$ cat config.mk
export PLATFORM = sky130hd
export DESIGN_NAME = mono_mode_ctrl
export DESIGN_NICKNAME = d
export VERILOG_FILES = /design/src/rtl/video_pkg.sv /design/src/rtl/btn_debounce.sv /design/src/rtl/mono_mode_ctrl.sv
export SDC_FILE = /design/constraint.sdc
export NUM_CORES = 1
export LEC_CHECK = 0
export BUFFER_PORTS_ARGS = -buffer_cell sky130_fd_sc_hd__clkbuf_2
export CAP_MARGIN = 20
export CORE_UTILIZATION = 45
export DETAILED_ROUTE_END_ITERATION = 6
export PLACE_DENSITY = 0.72
export SLEW_MARGIN = 20
export SYNTH_ARGS = -nofsm -noshare
export SYNTH_HDL_FRONTEND = slang
export SYNTH_SLANG_ARGS = --single-unit
$ cat constraint.sdc
create_clock -name clk_vga -period 2 [get_ports clk_vga]
set_clock_uncertainty 0.15 [all_clocks]
set_input_delay 0.2 -clock clk_vga [delete_from_list [all_inputs] [get_ports clk_vga]]
set_output_delay 0.2 -clock clk_vga [all_outputs]
set_load 0.005 [all_outputs]
$ cat src/rtl/video_pkg.sv
`default_nettype none
// ============================================================================
// Module   : video_pkg
// Brief    : Shared monochrome display mode encodings for the VGA colour path.
// Revision : 1.0
// ============================================================================
package video_pkg;

    typedef logic [1:0] mono_mode_t;

    localparam mono_mode_t MODE_COLOUR = 2'd0;
    localparam mono_mode_t MODE_GREEN  = 2'd1;
    localparam mono_mode_t MODE_AMBER  = 2'd2;
    localparam mono_mode_t MODE_MONO   = 2'd3;

    // Mode sequence wraps from greyscale back to colour.
    function automatic mono_mode_t next_mode(input mono_mode_t m);
        return m + 2'd1;
    endfunction

endpackage
`default_nettype wire

$ cat src/rtl/btn_debounce.sv
`default_nettype none
// ============================================================================
// Module   : btn_debounce
// Brief    : Button synchroniser, press/release debounce and frame-based
//            auto-repeat; emits a single-cycle advance per accepted step.
// Revision : 1.0
// ============================================================================
module btn_debounce #(
    parameter int DEBOUNCE_CYCLES = 286360,
    parameter int REPEAT_FRAMES   = 30
) (
    input  logic clk_vga,
    input  logic rst_n,
    input  logic btn_n,
    input  logic frame_tick,
    output logic advance
);

    localparam int c_CNT_W = $clog2(DEBOUNCE_CYCLES);
    localparam int c_REP_W = $clog2(REPEAT_FRAMES + 1);

    localparam logic [c_CNT_W-1:0] c_CNT_LAST = c_CNT_W'(DEBOUNCE_CYCLES - 1);
    localparam logic [c_REP_W-1:0] c_REP_LAST = c_REP_W'(REPEAT_FRAMES - 1);

    localparam logic [1:0] c_ST_IDLE         = 2'd0;
    localparam logic [1:0] c_ST_PRESS_WAIT   = 2'd1;
    localparam logic [1:0] c_ST_HELD         = 2'd2;
    localparam logic [1:0] c_ST_RELEASE_WAIT = 2'd3;

    logic               r_sync1;
    logic               r_sync2;
    logic [1:0]         r_state;
    logic [1:0]         w_state_nxt;
    logic [c_CNT_W-1:0] r_cnt;
    logic [c_CNT_W-1:0] w_cnt_nxt;
    logic [c_REP_W-1:0] r_rep;
    logic [c_REP_W-1:0] w_rep_nxt;
    logic               w_rep_step;
    logic               w_advance;

    // Held-button frames count in HELD and also on a bounce back into HELD.
    assign w_rep_step = frame_tick && !r_sync2 &&
                        ((r_state == c_ST_HELD) || (r_state == c_ST_RELEASE_WAIT));

    always_comb begin
        w_state_nxt = r_state;
        w_cnt_nxt   = r_cnt;
        w_rep_nxt   = r_rep;
        w_advance   = 1'b0;
        case (r_state)
            c_ST_IDLE: begin
                if (!r_sync2) begin
                    w_state_nxt = c_ST_PRESS_WAIT;
                    w_cnt_nxt   = '0;
                end
            end
            c_ST_PRESS_WAIT: begin
                if (r_sync2) begin
                    w_state_nxt = c_ST_IDLE;
                end else if (r_cnt == c_CNT_LAST) begin
                    w_advance   = 1'b1;
                    w_state_nxt = c_ST_HELD;
                    w_rep_nxt   = '0;
                end else begin
                    w_cnt_nxt = r_cnt + 1'b1;
                end
            end
            c_ST_HELD: begin
                if (r_sync2) begin
                    w_state_nxt = c_ST_RELEASE_WAIT;
                    w_cnt_nxt   = '0;
                end
            end
            c_ST_RELEASE_WAIT: begin
                if (!r_sync2) begin
                    w_state_nxt = c_ST_HELD;
                end else if (r_cnt == c_CNT_LAST) begin
                    w_state_nxt = c_ST_IDLE;
                end else begin
                    w_cnt_nxt = r_cnt + 1'b1;
                end
            end
            default: begin
                w_state_nxt = c_ST_IDLE;
            end
        endcase

        if (w_rep_step) begin
            if (r_rep == c_REP_LAST) begin
                w_advance = 1'b1;
                w_rep_nxt = '0;
            end else begin
                w_rep_nxt = r_rep + 1'b1;
            end
        end
    end

    always_ff @(posedge clk_vga or negedge rst_n) begin
        if (!rst_n) begin
            r_sync1 <= 1'b1;
            r_sync2 <= 1'b1;
            r_state <= c_ST_IDLE;
            r_cnt   <= '0;
            r_rep   <= '0;
        end else begin
            r_sync1 <= btn_n;
            r_sync2 <= r_sync1;
            r_state <= w_state_nxt;
            r_cnt   <= w_cnt_nxt;
            r_rep   <= w_rep_nxt;
        end
    end

    assign advance = w_advance;

endmodule
`default_nettype wire

$ cat src/rtl/mono_mode_ctrl.sv
`default_nettype none
// ============================================================================
// Module   : mono_mode_ctrl
// Brief    : Buffers button and CPU mode requests and applies them to the
//            monochrome mode output at the vertical sync leading edge.
// Revision : 1.0
// ============================================================================
module mono_mode_ctrl
    import video_pkg::*;
#(
    parameter int         DEBOUNCE_CYCLES  = 286360,
    parameter int         REPEAT_FRAMES    = 30,
    parameter bit         VSYNC_ACTIVE_LOW = 1'b1,
    parameter mono_mode_t RESET_MODE       = MODE_COLOUR
) (
    input  logic       clk_vga,
    input  logic       rst_n,
    input  logic       btn_n,
    input  logic       vsync,
    input  logic       cpu_we,
    input  logic [1:0] cpu_wdata,
    output logic [1:0] mode,
    output logic       pending,
    output logic       mode_changed
);

    logic       w_vsync_act;
    logic       r_vsync_act_q;
    logic       w_frame_tick;
    logic       w_advance;
    mono_mode_t r_target;
    mono_mode_t w_target_nxt;
    mono_mode_t r_mode;
    logic       r_pending;
    logic       r_mode_changed;

    assign w_vsync_act  = VSYNC_ACTIVE_LOW ? ~vsync : vsync;
    assign w_frame_tick = w_vsync_act & ~r_vsync_act_q;

    btn_debounce #(
        .DEBOUNCE_CYCLES (DEBOUNCE_CYCLES),
        .REPEAT_FRAMES   (REPEAT_FRAMES)
    ) u_btn_debounce (
        .clk_vga    (clk_vga),
        .rst_n      (rst_n),
        .btn_n      (btn_n),
        .frame_tick (w_frame_tick),
        .advance    (w_advance)
    );

    // A CPU write overrides a coincident button advance.
    always_comb begin
        w_target_nxt = r_target;
        if (cpu_we) begin
            w_target_nxt = cpu_wdata;
        end else if (w_advance) begin
            w_target_nxt = next_mode(r_target);
        end
    end

    always_ff @(posedge clk_vga or negedge rst_n) begin
        if (!rst_n) begin
            r_vsync_act_q  <= 1'b0;
            r_target       <= RESET_MODE;
            r_mode         <= RESET_MODE;
            r_pending      <= 1'b0;
            r_mode_changed <= 1'b0;
        end else begin
            r_vsync_act_q  <= w_vsync_act;
            r_target       <= w_target_nxt;
            r_pending      <= (r_target != r_mode);
            r_mode_changed <= w_frame_tick && (r_target != r_mode);
            // Apply samples the target held before the edge cycle.
            if (w_frame_tick) begin
                r_mode <= r_target;
            end
        end
    end

    assign mode         = r_mode;
    assign pending      = r_pending;
    assign mode_changed = r_mode_changed;

endmodule
`default_nettype wire

After elaboration in Yosys (flattened, before gate mapping)
Index checks and enable logic that the tools add are counted.
{ "totals": {"regBits": 35, "out_inout_bits": 4, "word_cells": 66} }
{ "op_classes": {"bitwise": 3, "mux": 25, "n_eq_ne": 13, "add_sub_neg": 3, "n_reduce_logical": 12} }
{ "op_table": {"columns": ["op", "n"], "rows": [
  ["$mux W19", 5],
  ["$pmux W19 S4", 1],
  ["$mux W5", 5],
  ["$add A19 B1 Y19 const B", 1],
  ["$eq A19 B19 Y1 const B", 1],
  ["$mux W2", 8],
  ["$pmux W2 S4", 1],
  ["$reduce_and A4 Y1", 2],
  ["$ne A2 B2 Y1 const B", 3],
  ["$reduce_bool A2 Y1", 3],
  ["$add A5 B1 Y5 const B", 1],
  ["$eq A5 B5 Y1 const B", 1],
  ["$mux W1", 5],
  ["$eq A2 B2 Y1 const B", 2],
  ["$ne A2 B1 Y1 const B", 2],
  ["$logic_and A1 B1 Y1", 3],
  ["$ne A3 B1 Y1 const B", 1],
  ["$ne A3 B3 Y1 const B", 1],
  ["$reduce_and A3 Y1", 1],
  ["$add A2 B1 Y2 const B", 1],
  ["$eq A2 B1 Y1 const B", 1],
  ["$logic_not A2 Y1", 1],
  ["$ne A2 B2 Y1", 1],
  ["$not A1 Y1", 2],
  ["3 further kinds", 3]
]} }

Logic depth before layout (Yosys ltp)
Gate-level depths: netlist of run 1.
{ "depth": {"ltp_word": 8, "ltp_mapped": 6, "depth_no_buf": 6} }

Modules after synthesis
A second synthesis of run 1 with hierarchy kept.
{ "unflattened": {"hier_cells": 184, "hier_area_um2": 1810.5} }
{ "by_module_without_submodules": {"columns": ["module", "seq_area_each_um2", "cells_per_inst", "area_each_um2", "instances"], "rows": [
  ["btn_debounce", 703.2, 162, 1521.5, 1],
  ["mono_mode_ctrl", 175.2, 22, 289.0, 1]
]} }

Worst setup path after synthesis of run 1
OpenSTA, ideal clock, no wires.
{ "synth_path": {"path_kind": "register to register", "from": "register u_btn_debounce.r_cnt[0]", "to": "register r_target[1]", "path_buffers": 0, "stages_incl_launch_ff": 7, "period_less_slack_ns": 1.852, "t_arrival_ns": 1.633, "slack_ns": 0.148, "setup_time_ns": 0.069, "cell_sequence": "dfrtp_1 ha_1 and4b_1 nand4_1 nor3_2 or4b_1 nand3_1"} }
{ "synth_between": {"elab_chain_len": 7} }
{ "synth_lines": {"columns": ["element", "line_no", "text"], "rows": [
  ["from (decl)", "btn_debounce.sv:34", "logic [c_CNT_W-1:0] r_cnt;"],
  ["from (signal assigned)", "btn_debounce.sv:109", "r_cnt <= w_cnt_nxt;"],
  ["$eq A19 B19 Y1 *", "btn_debounce.sv:60", "end else if (r_cnt == c_CNT_LAST) begin"],
  ["$mux W1 *", "btn_debounce.sv:60", null],
  ["$mux W1 *", "btn_debounce.sv:58", "if (r_sync2) begin"],
  ["$mux W1 *", "btn_debounce.sv:50", "case (r_state)"],
  ["$mux W1", "btn_debounce.sv:89", "if (r_rep == c_REP_LAST) begin"],
  ["$mux W1 *", "btn_debounce.sv:88", "if (w_rep_step) begin"],
  ["$reduce_bool A2 Y1 (no line) *", null, null],
  ["to (signal assigned)", "mono_mode_ctrl.sv:70", "r_target <= w_target_nxt;"],
  ["to (decl)", "mono_mode_ctrl.sv:31", "mono_mode_t r_target;"]
]} }
Mark *: on every way between the ends. The rest lies on a longest branch, timed or not.
A chain may end at the register's enable or synchronous reset.

Final worst setup path of run 1
{ "layout_path": {"from": "register u_btn_debounce.r_cnt[1]", "to": "register u_btn_debounce.r_cnt[16]"} }
{ "layout_between": {"elab_chain_len": 4} }
{ "layout_lines": {"columns": ["element", "line_no"], "rows": [
  ["$add A19 B1 Y19 / $eq A19 B19 Y1 (equally long branches)", null],
  ["$mux W19 *", "btn_debounce.sv:60, btn_debounce.sv:77"],
  ["$mux W19 (on tied branches)", "btn_debounce.sv:75, btn_debounce.sv:58"],
  ["$pmux W19 S4 *", "btn_debounce.sv:50"]
]} }
Mark *: on every way between the ends. The rest lies on a longest branch, timed or not. The select of a mux whose other input is x is not followed.

==> results of run 1 <==
[placed cells by master (no fill, tap or decap), types with 5 or more instances in the layout]
master	n
clkbuf_2	10
clkbuf_8	6
nand4_1	7
buf_4	12
dfrtp_1	33
xnor2_1	5
a21oi_1	9
mux2i_1	7
nand3_1	13
nand2_1	18
o21ai_0	14
inv_1	9
nor2_1	18
nor3_1	5
[metal layers]
layer  global-route usage  part of all wire  up-vias
met5                    0                 0        -
li1                     -                 -      818
met1               0.2989              0.49      766
met3              0.05667             0.034        6
met4              0.08333             0.016        0
met2               0.3015              0.46       26
[sequential cells by signal, indices dropped and copies added, names as in the netlist, 2 cells and up, named ones only]
signal	count
u_btn_debounce.r_rep	5
u_btn_debounce.r_cnt	19
mode	2
r_target	2
[timing repair]
item | 4_1_cts | 5_1_grt
endpoints found under the setup margin | 0 | 3
hold buffers | 3 | 0
buffers inserted | 0 | 0
gates resized for setup | 0 | 2
hold endpoints to repair | 35 | 0
[worst min-delay path: stages]
cell,delay [ns]
clkbuf_2,0.08
a22oi_1,0.07
nand3_1,0.08
[cells by family after synthesis]
kind of cell | count (synthesis) | share of synthesized area
adder cells (fa/ha/maj) | 3 | 0.01907
AND/OR/NAND/NOR | 91 | 0.2696
multiplexers | 9 | 0.04704
AO/OA/AOI/OAI | 45 | 0.1456
buffers and inverters | 18 | 0.04577
flip-flops | 35 | 0.4463
XOR/XNOR | 6 | 0.02670
[final cells by class]
cell class,instances,area [um2]
Clock buffer,7,86.33
Clock inverter,1,5.005
Fill cell,362,1838
Inverter,9,33.78
Multi-Input combinational cell,154,1012
Sequential cell,35,878.3
Tap cell,50,62.56
Timing Repair Buffer,25,170.2
[power by group]
group	total [mW]	internal (mW)	leakage, nW	switching (mW)
Combinational	0.156	0.0746	0.391	0.0815
Clock	0.528	0.278	0.0482	0.251
Sequential	0.775	0.743	0.460	0.0318
[how the worst max path moves through the flow]
stage                                         start                                   end  slack (ns)  cells past startpoint
2_1_floorplan   u_btn_debounce.r_cnt[0]$_DFFE_PN0P_               r_target[1]$_DFFE_PN0P_        0.15                      6
3_3_place_gp   u_btn_debounce.r_cnt[13]$_DFFE_PN0P_                             flip-flop        0.17                      5
3_5_place_dp    u_btn_debounce.r_cnt[0]$_DFFE_PN0P_               r_target[0]$_DFFE_PN0P_        0.13                      6
4_1_cts         u_btn_debounce.r_cnt[0]$_DFFE_PN0P_               r_target[0]$_DFFE_PN0P_        0.13                      6
5_1_grt        u_btn_debounce.r_cnt[13]$_DFFE_PN0P_               r_target[0]$_DFFE_PN0P_       -0.02                      5
6_report        u_btn_debounce.r_cnt[1]$_DFFE_PN0P_  u_btn_debounce.r_cnt[16]$_DFFE_PN0P_        0.14                      6
==> impl_metrics.ini, run 1 <==
[status]
status = finished clean

[sta]
tns_ns = 0
rsz0062_at_grt = true
finalSetupViolCount = 0
fin_ws_ns = 0.1382
relSlewSlack = 0.7153
hold_viol_final = 0
period_share = 0.9309
fin_crit_ns = 1.862
whs_ns = 0.01701
worst_pin_slew_ns = 0.4270
fmax_ghz = 0.5371
finalMaxSlewViolations = 0

[power_and_ir_drop]
total_power_mw = 1.460
cellPowerDensity_nw_per_um2 = 649.2
p_leak_nw = 0.8997
ir_drop_uv = 546.5

[die]
io_pins = 11
fp-row-count = 23
die_width_um = 68.14
dieArea_um2 = 4642
coreArea_um2 = 4086
initial_core_util = 0.4816
die_h_um = 68.14

[clock_tree]
htree_levels = 2
cts_root_buf = clkbuf_8
tritoncts = done
clk_pin_slew_worst_paths_ns = 0.07
cts_made_buffers = 5
clock_sinks = 35
clock_latency_ns = 0.29
clockBufferDepth = 2

[yosys]
synth_top_area_cell = dfrtp_1
ys_ff_latch = 35
synth-edff-count = 0
synth_most_common_cell = dfrtp_1
syn_inst = 207
ys_seq_area_frac = 0.4463
async_flop_share = 1.000
synth_top_area_frac = 0.4196
ys.warnings.count = 0
synth_area_leaders = dfrtp_1, nor2_1, mux2i_1, o21ai_0, nand2_1
synth.distinct_cells = 55
syn_area_per_cell_um2 = 9.508
synth_area_um2 = 1968
yosys-top-cells-count = dfrtp_1, nor2_1, nand2_1
synth-main-ff-cell = dfrtp_1
synth_nets = 217

[placement]
dp_hpwl_um = 2742
place_area_um2 = 2122
place_inst = 270
post-place-ws_ns = 0.1339
portBuffers = 10
gp_congestion = 0.8618

[grt]
grt_max_degree = 36
grt_pass1_wl_um = 7182
antenna_found_initial = 0
grt.total_usage = 0.2103
overflow = 0
grt_pass1_vias = 1514

[hold_path]
min_path_cells = 3
min_from = cpu_wdata[0]
worstHoldPathType = in -> reg
hold_path_end = r_target[0]$_DFFE_PN0P_

[detailed_routing]
routedWlPerCell_um = 14.16
vias_per_cell = 5.751
dr.pass1.iters = 4
vias = 1616
route.detailed.drc = 0
drt-initial-drc-count = 151
routed_wl_um = 3979
antenna_left = 0

[run]
max-cap-violations = 0

[setup_path]
worstPathCellList = ha_2 -> and4_4 -> nand3_4 -> or4_1 -> a21oi_1 -> a21o_1
crit_fanout = 7
slowest_delay_ns = 0.41
startpoint_type = flip-flop
r2r_setup_slack_ns = 0.14
worstReg2RegStart = u_btn_debounce.r_cnt[1]$_DFFE_PN0P_
worstRegToRegCells = 6
end_kind = flip-flop
arrival_ns = 1.94
worst_path_max_delay_cell = or4_1
cp.required_ns = 2.08
cp_top_family = simple AND/OR/NAND/NOR gates
rr_endpoint = u_btn_debounce.r_cnt[16]$_DFFE_PN0P_
worstSetupPathType = reg -> reg
crit_buf_inv = 0

[layout]
utilization = 0.5502
n_antenna_cell = 0
stdcell_count = 281
areaGrowthSynthToFinish_pct = 14.24
fin_area_um2 = 2248
nets = 240
drive_gt1_frac = 0.1991
(Power assumes the default switching activity.)
==> run 2: changes to the inputs <==
Settings changed: SYNTH_HIERARCHICAL from default to 1.
==> impl_metrics.ini, run 2 <==
[clock_tree]
clockBufferDepth = 2
clock_latency_ns = 0.28
cts_made_buffers = 5
htree_levels = 2
tritoncts = done
clk_pin_slew_worst_paths_ns = 0.07
clock_sinks = 35
cts_root_buf = clkbuf_8

[grt]
overflow = 0
grt_pass1_wl_um = 6548
grt_max_degree = 36
grt.total_usage = 0.2048
antenna_found_initial = 0
grt_pass1_vias = 1405

[yosys]
synth-edff-count = 0
async_flop_share = 1.000
synth_top_area_frac = 0.4561
ys_ff_latch = 35
synth_top_area_cell = dfrtp_1
synth_area_um2 = 1810
synth-main-ff-cell = dfrtp_1
ys.warnings.count = 6
yosys-top-cells-count = dfrtp_1, nand2_1, nor2_1
ys_seq_area_frac = 0.4851
synth_nets = 194
synth_area_leaders = dfrtp_1, nand2_1, xnor2_1, a21oi_1, dfstp_2
synth.distinct_cells = 44
synth_most_common_cell = dfrtp_1
syn_area_per_cell_um2 = 9.840
syn_inst = 184

[hold_path]
min_path_cells = 0
hold_path_end = u_btn_debounce/r_sync2$_DFF_PN1_
min_from = u_btn_debounce/r_sync1$_DFF_PN1_
worstHoldPathType = reg -> reg

[die]
die_h_um = 65.43
coreArea_um2 = 3771
fp-row-count = 22
die_width_um = 65.43
io_pins = 11
dieArea_um2 = 4281
initial_core_util = 0.4801

[placement]
place_inst = 262
post-place-ws_ns = -0.1686
portBuffers = 10
gp_congestion = 0.8032
dp_hpwl_um = 2564

[detailed_routing]
routed_wl_um = 3782
vias_per_cell = 5.401
dr.pass1.iters = 4
drt-initial-drc-count = 93
route.detailed.drc = 0
vias = 1496
antenna_left = 0
routedWlPerCell_um = 13.65

[layout]
final_common_cell = dfrtp_1
layout_common_cells = dfrtp_1, nand2_1, buf_4
nets = 238
register_area_um2 = 878.3
drive_gt1_frac = 0.2751
reg_top3 = u_btn_debounce/r_cnt (19), u_btn_debounce/r_rep (5)
multi_input_area_um2 = 973.4
largest_reg_flops = 19
n_fill_cell = 295
utilization = 0.6224
n_antenna_cell = 0
stdcell_count = 277
largest_register = u_btn_debounce/r_cnt
areaGrowthSynthToFinish_pct = 29.65

[sta]
worst_pin_slew_ns = 0.4373
fin_crit_ns = 2.111
fin_ws_ns = -0.1114
tns_ns = -0.1619
hold_viol_final = 0
rsz0062_at_grt = true
finalMaxSlewViolations = 0
fmax_ghz = 0.4736
relSlewSlack = 0.7085
finalSetupViolCount = 2
period_share = 1.056

[power_and_ir_drop]
ir_drop_uv = 411.3
total_power_mw = 1.531
cellPowerDensity_nw_per_um2 = 652.1
p_leak_nw = 1.035

[setup_path]
crit_fanout = 3
r2r_setup_slack_ns = -0.11
arrival_ns = 2.19
worstSetupPathType = reg -> reg
worstRegToRegCells = 6
startpoint_type = flip-flop
rr_endpoint = r_target[1]$_DFFE_PN0P_
end_kind = flip-flop
worstSetupStartpoint = u_btn_debounce/r_cnt[15]$_DFFE_PN0P_
cp.required_ns = 2.07
worstReg2RegStart = u_btn_debounce/r_cnt[15]$_DFFE_PN0P_

[status]
status = finished, violations left
violations = setup timing

[run]
max-cap-violations = 0
run 2: cell count changes after synthesis, moves of 4 or more:
cell,previous run,this run
inv_1,9,5
nand2_1,18,25
nor2_1,19,14
o21ai_0,14,7
or3_1,1,6
xnor2_1,5,9
run 2: worst max-delay path by stage:
stage and to:
2_1_floorplan r_target[1]$_DFFE_PN0P_, 3_3_place_gp r_target[1]$_DFFE_PN0P_, 3_5_place_dp r_target[1]$_DFFE_PN0P_, 4_1_cts r_target[1]$_DFFE_PN0P_
5_1_grt r_target[1]$_DFFE_PN0P_, 6_report r_target[1]$_DFFE_PN0P_
run 2: timing repair:
action	in CTS	in global routing
endpoints found under the setup margin	4	14
hold buffers	6	0
setup buffers	0	1
pin swaps	0	6
gates resized for setup	6	17
hold endpoints to repair	37	0
run 2: worst max-delay path, cell delays in order, from the launching register on:
cell	delay, ns
dfrtp_1	0.39
or4b_4	0.55
nor4_4	0.21
nand3_2	0.13
a21oi_2	0.18
nor4bb_4	0.30
a221o_1	0.14
run 2: through the flow:
step                      area, um2  hold slack, ns
after CTS                      2272          0.2073
final                          2347          0.2054
after detailed placement       2077          0.1132
after global routing           2347          0.2086
after floorplan                1814         -0.2456
after global placement         2077          0.1116
run 2: cell families after synthesis:
kind of cell,share of synthesized area
buf+inv,0.02972
fa+ha+maj,0.02073
xor+xnor,0.05322
compound gates,0.1127
flops,0.4851
mux,0.04008
simple gates,0.2585
run 2: report_power, final:
part           internal [mW]  leakage, nW  switching, mW
sequential             0.748        0.463         0.0308
combinational          0.101        0.520         0.0930
clock                  0.314       0.0515          0.244
run 2: area by class of cell:
cell class                 instances  share of cell area
multi-input combinational        139              0.4147
sequential                        35              0.3742
timing repair buffer              42              0.1349
clock buffer                       8             0.04264
tap                               48             0.02559
inverter                           5            0.007996
run 2: layer usage:
layer	vias up	GRT usage	routed length, um
li1	758	-	-
met1	716	0.2670	1873
met2	17	0.3235	1758
met3	5	0.04688	85
met4	0	0.08967	64
met5	-	0	0
==> run 3: changes to the inputs <==
Settings changed: RECOVER_POWER from default to 25.
==> impl_metrics.ini, run 3 (synthesis gave the netlist of run 2 again) <==
[clock_tree]
clock_sinks = 35
cts_made_buffers = 5
tritoncts = done
clock_latency_ns = 0.28
cts_root_buf = clkbuf_8
clk_pin_slew_worst_paths_ns = 0.07
htree_levels = 2
clockBufferDepth = 2

[setup_path]
worst_path_max_delay_cell = or4b_4
crit_fanout = 3
arrival_ns = 2.19
worstSetupPathType = reg -> reg
worstReg2RegStart = u_btn_debounce/r_cnt[15]$_DFFE_PN0P_
slowest_delay_ns = 0.55
r2r_setup_slack_ns = -0.11
end_kind = flip-flop
worstPathCellList = or4b_4 -> nor4_4 -> nand3_2 -> a21oi_2 -> nor4bb_4 -> a221o_1
startpoint_type = flip-flop
worstSetupStartpoint = u_btn_debounce/r_cnt[15]$_DFFE_PN0P_
cp.required_ns = 2.07

[layout]
n_antenna_cell = 0
nets = 238
drive_gt1_frac = 0.2707
areaGrowthSynthToFinish_pct = 29.44
n_fill_cell = 297
register_area_um2 = 878.3
largest_register = u_btn_debounce/r_cnt
utilization = 0.6214
reg_top3 = u_btn_debounce/r_cnt (19), u_btn_debounce/r_rep (5)
largest_reg_flops = 19
multi_input_area_um2 = 973.4
layout_common_cells = dfrtp_1, nand2_1, buf_4
final_common_cell = dfrtp_1

[hold_path]
worstHoldPathType = reg -> reg
min_from = u_btn_debounce/r_sync1$_DFF_PN1_

[detailed_routing]
drt-initial-drc-count = 92
vias_per_cell = 5.401
vias = 1496
route.detailed.drc = 0
dr.pass1.iters = 4
routed_wl_um = 3779
routedWlPerCell_um = 13.64
antenna_left = 0

[sta]
period_share = 1.056
fin_crit_ns = 2.111
relSlewSlack = 0.4283
whs_ns = 0.2054
finalMaxSlewViolations = 0
fin_ws_ns = -0.1114
finalSetupViolCount = 2
rsz0062_at_grt = true
worst_pin_slew_ns = 0.8575
hold_viol_final = 0
fmax_ghz = 0.4736

[grt]
grt_pass1_vias = 1405
grt_max_degree = 36
grt_pass1_wl_um = 6548
antenna_found_initial = 0
overflow = 0
grt.total_usage = 0.2048

[placement]
gp_congestion = 0.8032
portBuffers = 10
dp_hpwl_um = 2564

[die]
coreArea_um2 = 3771
dieArea_um2 = 4281
die_h_um = 65.43
fp-row-count = 22
initial_core_util = 0.4801
io_pins = 11
die_width_um = 65.43

[power_and_ir_drop]
p_leak_nw = 1.031
cellPowerDensity_nw_per_um2 = 652.7
ir_drop_uv = 411.3
total_power_mw = 1.530

[run]
max-cap-violations = 0

[status]
violations = setup timing
status = finished, violations left
==> run 3: cell types whose count changed in the layout (fill, tap and decap cells not counted) <==
cell | before | now
clkbuf_1 | 1 | 2
buf_4 | 23 | 22
==> run 3: worst paths after layout <==
kind                                                    endpoint  cells past startpoint
max                                      r_target[1]$_DFFE_PN0P_                      6
min in group asynchronous                 mode_changed$_DFF_PN0_                      3
min reg2reg                     u_btn_debounce/r_sync2$_DFF_PN1_                      0
max in group asynchronous  u_btn_debounce/r_state[0]$_DFFE_PN0P_                      3
min                             u_btn_debounce/r_sync2$_DFF_PN1_                      0
max reg2reg                              r_target[1]$_DFFE_PN0P_                      6
==> run 3: power breakdown <==
part           switching (mW)  internal [mW]  leakage, nW  total (mW)
sequential             0.0308          0.748        0.463       0.779
combinational          0.0930         0.0998        0.516       0.193
clock                   0.244          0.314       0.0515       0.558
total                   0.368           1.16         1.03        1.53
==> run 3: layer usage <==
layer	global-route usage	routed length (um)	part of all wire	vias up
li1	-	-	-	758
met1	0.2670	1871	0.50	716
met2	0.3235	1758	0.47	17
met3	0.04688	85	0.022	5
met4	0.08967	64	0.017	0
met5	0	0	0	-
==> run 3: what timing repair did <==
action                                  CTS  global route
hold buffers                              6             0
hold endpoints to repair                 37             0
pin swaps                                 0             6
setup buffers                             0             1
endpoints found under the setup margin    4            14
resized for setup                         6            17
==> run 3: final cells by class <==
type                    count  area share
clock buffers               8     0.04271
inverters                   5    0.008009
multi-input cells         139      0.4154
flip-flops and latches     35      0.3748
well taps                  48     0.02563
repair buffers             42      0.1335
==> run 3: stage by stage <==
| step | setup slack (ns) | cell area, um2 | cells | setup TNS [ns] |
|---|---|---|---|---|
| floorplan | -0.1596 | 1814 | 184 | -0.1613 |
| global placement | -0.09381 | 2077 | 262 | -0.1473 |
| detailed placement | -0.1686 | 2077 | 262 | -0.4228 |
| CTS | -0.09202 | 2272 | 276 | -0.1054 |
| global route | -0.2263 | 2344 | 277 | -0.8106 |
| finish | -0.1114 | 2344 | 277 | -0.1618 |
==> run 3: worst max-delay path: cells and delay by family, from the launching register on <==
kind	cells	cell delay, ns
and+or+nand+nor	4	1.19
AOI/OAI and AO/OA	2	0.32
DFF	1	0.39
